<file path="config.mk">
export PLATFORM = sky130hd
export DESIGN_NAME = mem_block_copier
export DESIGN_NICKNAME = d
export VERILOG_FILES = /design/src/rtl/mem_block_copier.sv
export SDC_FILE = /design/constraint.sdc
export NUM_CORES = 1
export LEC_CHECK = 0
export BUFFER_PORTS_ARGS = -buffer_cell sky130_fd_sc_hd__buf_4
export CORE_MARGIN = 1.5
export CORE_UTILIZATION = 58
export DETAILED_ROUTE_END_ITERATION = 10
export MAX_ROUTING_LAYER = met4
export PLACE_DENSITY = 0.91
export SYNTH_ARGS = -nofsm -noshare
export SYNTH_HDL_FRONTEND = slang
export SYNTH_SLANG_ARGS = --single-unit
</file>
<file path="constraint.sdc">
create_clock -name clk -period 4.7 [get_ports clk]
set_input_delay 0.235 -clock clk [delete_from_list [all_inputs] [get_ports clk]]
set_output_delay 0.235 -clock clk [all_outputs]
set_load 0.01 [all_outputs]
</file>
<file path="src/rtl/mem_block_copier.sv">
// Copies len words src_base -> dst_base on a single-port memory, overlap-safe, and sums the copied words.
// Latency: done 3*len+2 cycles after an accepted start; start is ignored while busy.
module mem_block_copier #(
    parameter int ADDR_W    = 6,
    parameter int DATA_W    = 16,
    parameter int MEM_DEPTH = 42
) (
    input  logic              clk,
    input  logic              rst,
    input  logic              start,
    input  logic [ADDR_W-1:0] src_base,
    input  logic [ADDR_W-1:0] dst_base,
    input  logic [ADDR_W-1:0] len,
    output logic              busy,
    output logic              done,
    output logic              error,
    output logic [DATA_W-1:0] checksum,
    output logic              mem_en,
    output logic              mem_en_r,
    output logic              mem_en_w,
    output logic [ADDR_W-1:0] mem_addr,
    output logic [DATA_W-1:0] mem_d,
    input  logic [DATA_W-1:0] mem_q
);
    typedef enum logic [2:0] {IDLE, CHECK, RD, CAP, WR, FIN} state_t;

    localparam logic [ADDR_W:0]   DEPTH = (ADDR_W+1)'(MEM_DEPTH);
    localparam logic [ADDR_W-1:0] ONE   = ADDR_W'(1);

    state_t            state;
    logic [ADDR_W-1:0] src_r, dst_r, len_r, i_r;
    logic              desc_r;

    logic [ADDR_W:0]   src_end, dst_end;
    logic              bounds_bad, overlap;
    logic [ADDR_W-1:0] i_nxt;

    // Request checks use the live inputs so done/error can be registered straight into the CHECK cycle.
    assign src_end    = {1'b0, src_base} + {1'b0, len};
    assign dst_end    = {1'b0, dst_base} + {1'b0, len};
    assign bounds_bad = (src_end > DEPTH) || (dst_end > DEPTH);
    assign overlap    = (dst_base > src_base) && ({1'b0, dst_base} < src_end);
    assign i_nxt      = i_r + ONE;

    function automatic logic [ADDR_W-1:0] offset(input logic [ADDR_W-1:0] idx);
        return desc_r ? (len_r - ONE - idx) : idx;
    endfunction

    always_ff @(posedge clk) begin
        if (rst) begin
            state    <= IDLE;
            busy     <= 1'b0;
            done     <= 1'b0;
            error    <= 1'b0;
            checksum <= '0;
            mem_en   <= 1'b0;
            mem_en_r <= 1'b0;
            mem_en_w <= 1'b0;
            mem_addr <= '0;
            mem_d    <= '0;
            src_r    <= '0;
            dst_r    <= '0;
            len_r    <= '0;
            i_r      <= '0;
            desc_r   <= 1'b0;
        end else begin
            done  <= 1'b0;
            error <= 1'b0;
            case (state)
                IDLE: begin
                    if (start) begin
                        src_r    <= src_base;
                        dst_r    <= dst_base;
                        len_r    <= len;
                        desc_r   <= overlap;
                        i_r      <= '0;
                        checksum <= '0;
                        busy     <= 1'b1;
                        state    <= CHECK;
                        if (len == '0)
                            done <= 1'b1;
                        else if (bounds_bad)
                            error <= 1'b1;
                    end
                end
                CHECK: begin
                    if (done || error) begin
                        busy  <= 1'b0;
                        state <= IDLE;
                    end else begin
                        mem_en   <= 1'b1;
                        mem_en_r <= 1'b1;
                        mem_addr <= src_r + offset(i_r);
                        state    <= RD;
                    end
                end
                RD: begin
                    mem_en   <= 1'b0;
                    mem_en_r <= 1'b0;
                    state    <= CAP;
                end
                CAP: begin
                    mem_d    <= mem_q;
                    checksum <= checksum + mem_q;
                    mem_en   <= 1'b1;
                    mem_en_w <= 1'b1;
                    mem_addr <= dst_r + offset(i_r);
                    state    <= WR;
                end
                WR: begin
                    mem_en_w <= 1'b0;
                    i_r      <= i_nxt;
                    if (i_nxt == len_r) begin
                        mem_en <= 1'b0;
                        done   <= 1'b1;
                        state  <= FIN;
                    end else begin
                        mem_en_r <= 1'b1;
                        mem_addr <= src_r + offset(i_nxt);
                        state    <= RD;
                    end
                end
                FIN: begin
                    busy  <= 1'b0;
                    state <= IDLE;
                end
                default: state <= IDLE;
            endcase
        end
    end
endmodule

</file>
==> Yosys cells after proc, flatten, opt, wreduce, memory -nomap -nowiden <==
Cells that the tools add are included.
{ "classes": {"n_addsub": 10, "order_cmp": 4, "n_eq_ne": 11, "n_mux": 27, "bitwise": 2, "n_reduce_logical": 20} }
{ "ops": {"columns": ["op", "count"], "rows": [
  ["16-bit case mux with 2 select lines", 1],
  ["6-bit 2-to-1 mux", 5],
  ["6-bit adder", 3],
  ["6-bit case mux with 3 select lines", 1],
  ["16-bit adder", 1],
  ["16-bit 2-to-1 mux", 1],
  ["3-bit case mux with 5 select lines", 1],
  ["6-bit by 6-bit adder with 7-bit output", 2],
  ["7-bit by 6-bit greater-than comparator with 1-bit output, second input constant", 2],
  ["6-bit case mux with 2 select lines", 1],
  ["3-bit AND reduction", 4],
  ["6-bit subtractor", 2],
  ["2-bit != test, second input constant", 5],
  ["1-bit 2-to-1 mux", 9],
  ["3-bit nonzero test", 3],
  ["6-bit by 7-bit < comparator with 1-bit output", 1],
  ["6-bit by 1-bit adder with 6-bit output, second input constant", 1],
  ["3-bit by 2-bit equality test with 1-bit output, second input constant", 2],
  ["3-bit equality test, second input constant", 2],
  ["6-bit equality test", 1],
  ["6-bit greater-than comparator", 1],
  ["6-bit logical NOT", 1],
  ["3-bit 2-to-1 mux", 2],
  ["1-bit case mux with 3 select lines", 2],
  ["other kinds (13)", 20]
]} }
{ "word_totals": {"regBits": 72, "input_bits": 37, "output_inout_bits": 44, "elab_cells": 89} }

==> Longest topological paths before layout <==
{ "logic_depth": {"ltp_word": 6, "depth_mapped": 18, "ltp_nobuf": 18} }

==> Least setup slack after synthesis <==
No wires, ideal clock.
{ "synth_timing": {"kind": "register -> register", "startpoint": "register len_r[0]", "endpoint": "register mem_addr[5]", "setup_time_ns": 0.133, "t_arrival_ns": 3.575, "t_required_ns": 4.567, "setup_slack_ns": 0.991, "path_stages_with_launch": 19, "path_buffers": 0, "synth_period_minus_slack_ns": 3.709, "cell_sequence": "dfxtp_1 inv_1 ha_1 inv_1 ha_1 nor2b_1 o21a_1 or3_1 nand3_1 o21ai_0 o21a_1 ha_1 o21ai_0 or4b_1 o2111ai_1 xor2_1 and3_1 o2111ai_1 o311ai_1"} }
{ "synth_between": {"elab_chain_len": 6, "word_cells_on_any_way": 14, "classes_between": "add/sub: 6; eq/ne: 2; mux: 5; reduce/logical: 1"} }
{ "synth_lines": {"columns": ["item", "line", "source"], "rows": [
  ["from (decl)", "31", "logic [ADDR_W-1:0] src_r, dst_r, len_r, i_r;"],
  ["from (signal assigned)", "74", "len_r <= len;"],
  ["6-bit by 1-bit subtractor with 6-bit output", "46", "return desc_r ? (len_r - ONE - idx) : idx;"],
  ["6-bit subtractor", "46", null],
  ["6-bit 2-to-1 mux", "46", null],
  ["6-bit adder (on tied branches)", "119, 93", null],
  ["6-bit 2-to-1 mux (on tied branches)", "113, 87", null],
  ["6-bit case mux with 3 select lines", "69", "case (state)"],
  ["to (signal assigned)", "93", "mem_addr <= src_r + offset(i_r);"],
  ["to (signal assigned)", "107", "mem_addr <= dst_r + offset(i_r);"],
  ["to (signal assigned)", "119", "mem_addr <= src_r + offset(i_nxt);"],
  ["to (decl)", "21", "output logic [ADDR_W-1:0] mem_addr,"]
]} }
Parallel ways exist; a longest one is shown, timed or not. The select of a mux whose other input is x is not followed.
A chain may end at the register's enable or synchronous reset.

==> Worst setup path after layout <==
Ends and elaborated chain as after synthesis.

==> results.cfg <==
[run_status]
status = finished clean

[logic_synthesis]
synth-edff-count = 0
postSynthAreaPerCell_um2 = 8.006
yosys.cell_types.count = 63
ys_warn_count = 0
syn-cell-area_um2 = 5244
async_flop_share_pct = 0
synth_seq_area_share_pct = 27.49
synth_seq_cells = 72
synth_nets = 759
synth_ff_type = dfxtp_1
syn_inst = 655

[routing]
wl_met1_um = 5732
drt_iter0_drc = 232
dr_wl_met2_um = 6500
drcViolationCount = 0
vias_per_cell = 5.993
dr_wl_met3_um = 693
top_layer_used = met4
wl_per_cell_um = 16.06
wl_um = 13330
dr.pass1.iters = 7
ant_nets = 0
vias = 4974

[placed_design]
port_buffers = 80
place_ws_ns = 0.6088
dpl_cell_area_um2 = 5888
dp_hpwl_um = 10260
gp_routability_congestion = 0.9267

[critical_path]
cp_slowest_cell = or4b_1
slowest_delay_ns = 0.48
path_buf_inv = 2
crit_family = simple AND/OR/NAND/NOR gates
worst_ep_arrival_time_ns = 4.36
crit_chain = inv_1 > ha_1 > inv_1 > ha_1 > nor2b_1 > o21a_1 > or3_1 > nand3_1 > o21ai_0 > o21a_1 > ha_1 > o21ai_0 > or4b_1 > o2111ai_1 > xor2_1 > and3_1 > o2111ai_1 > o311ai_1
crit_type = reg -> reg
cp-end-kind = flop
worstPathRequired_ns = 4.92
worst_setup_path_start_kind = flop
path_common_cell = ha_1
worst-path-max-fanout = 5

[clocking]
clock_latency_ns = 0.36
h-tree-depth = 3
clock-sinks = 72
clockBufferDepth = 2
post_cts_buffers = 0
path_clk_slew_ns = 0.08
cts-root-buf = clkbuf_8
cts_hold_buf = 0
tritoncts = built
cts_inserted_buffers = 9
cts_resized = 0

[global_route]
grt_usage_pct = 28.45
antenna_found_initial = 0
grt_pass1_vias = 4814
grt_pass1_wl_um = 21770
grt_max_degree = 73
grt-ovfl-total = 0

[floorplanning]
die_w_um = 98.09
initial_utilization_pct = 60.13
die_h_um = 98.09
core_um2 = 8721
pin_count = 81
fp-row-count = 34
die-area_um2 = 9621

[sta]
fin_tns_setup_ns = 0
worstMarginPinSlew_ns = 1.047
final_hold_viol_count = 0
rsz0062_at_grt = false
worst_slack_ns = 0.5651
setup_viol = 0
fin_crit_ns = 4.135
fmax_mhz = 241.8
finalCritPeriodShare_pct = 87.98
maxSlewHeadroom_pct = 29.92
finClkSkew_ns = 0.01205
slew_violations = 0

[finish]
drive_gt1_share_pct = 15.37
area_delta_synth_final_pct = 15.99
design_area_um2 = 6082
layout_commonest_cell = nand2_1
final_cell_mix = 98 x nand2_1, 83 x buf_4, 72 x dfxtp_1
antenna_cells = 0
final_util_pct = 69.74
layout.nets = 823

[pwr]
vdd_drop_max_mv = 0.1222
p_leak_uw = 0.002697
total_power_uw = 1633
power_density_nw_per_um2 = 268.6

[run]
drv_cap = 0

[hold_path]
hold_class = in -> reg
-- worst paths after layout --
path | start | endpoint | slack (ns) | cells past startpoint
max | len_r[0] | mem_addr[5] | 0.57 | 18
min | mem_q[4] | mem_d[4] | 0.13 | 3
max reg2reg | len_r[0] | mem_addr[5] | 0.57 | 18
min reg2reg | mem_d[5] | mem_d[5] | 0.46 | 2
-- registers in the layout, indices dropped and copies added (netlist names) --
name	cells
dst_r	6
mem_en	1
error	1
mem_en_r	1
busy	1
len_r	6
src_r	6
mem_en_w	1
mem_addr	6
i_r	6
done	1
mem_d	16
state	3
checksum	16
desc_r	1
-- metal layers --
metal,GRT usage [%],vias to the layer above
li1,-,2439
met1,32.90,2325
met2,47.48,171
met3,6.371,39
met4,11.98,0
met5,-,-
-- layout make-up --
cell class / count / area, µm²
timing repair buffer: 83 / 623.1
multi-input combinational: 516 / 3550
inverter: 37 / 138.9
fill: 693 / 2639
tap: 108 / 135.1
sequential: 72 / 1441
clock buffer: 11 / 151.4
clock inverter: 3 / 42.54
-- kinds of logic after synthesis --
logic type,count (synthesis),synth area share (%)
AO/OA/AOI/OAI,189,23.17
XOR/XNOR,42,7.564
adder cells (fa/ha/maj),67,16.99
buffers and inverters,67,4.916
flip-flops,72,27.49
multiplexers,6,1.193
AND/OR/NAND/NOR,212,18.68
-- tightest hold or removal path: stages --
cell and delay, ns:
buf_4 0.12, nand2_1 0.05, a21oi_1 0.05
-- stage by stage --
stage               std cells  hold WS [ns]
CTS                       830        0.1241
global route              830        0.1201
global placement          816        0.4422
detailed placement        816        0.4484
finish                    830        0.1325
floorplan                 655        0.3710
-- cells in the mapped netlist, drive strengths merged, types with 5 or more instances --
cell,n,area (µm²)
a211oi,9,67.56
a21o,19,142.6
a21oi,66,330.3
a22oi,11,82.58
buf,6,28.78
clkbuf,24,90.09
dfxtp,72,1441
fa,7,140.1
ha,60,750.7
inv,37,138.9
nand2,98,367.9
nand2b,6,37.54
nand3,13,65.06
nand4,7,43.79
nor2,48,180.2
nor2b,7,43.79
nor3,12,76.33
o211ai,5,37.54
o21a,10,75.07
o21ai,28,143.9
o21bai,6,45.04
xnor2,27,251.5
xor2,14,122.6
-- where the power goes --
group	leakage (µW)	internal (µW)	switching [µW]
Combinational	0.00201	206	266
Clock	0.0000973	267	226
Sequential	0.000585	638	30.5
Power figures use the tool's default switching activity.
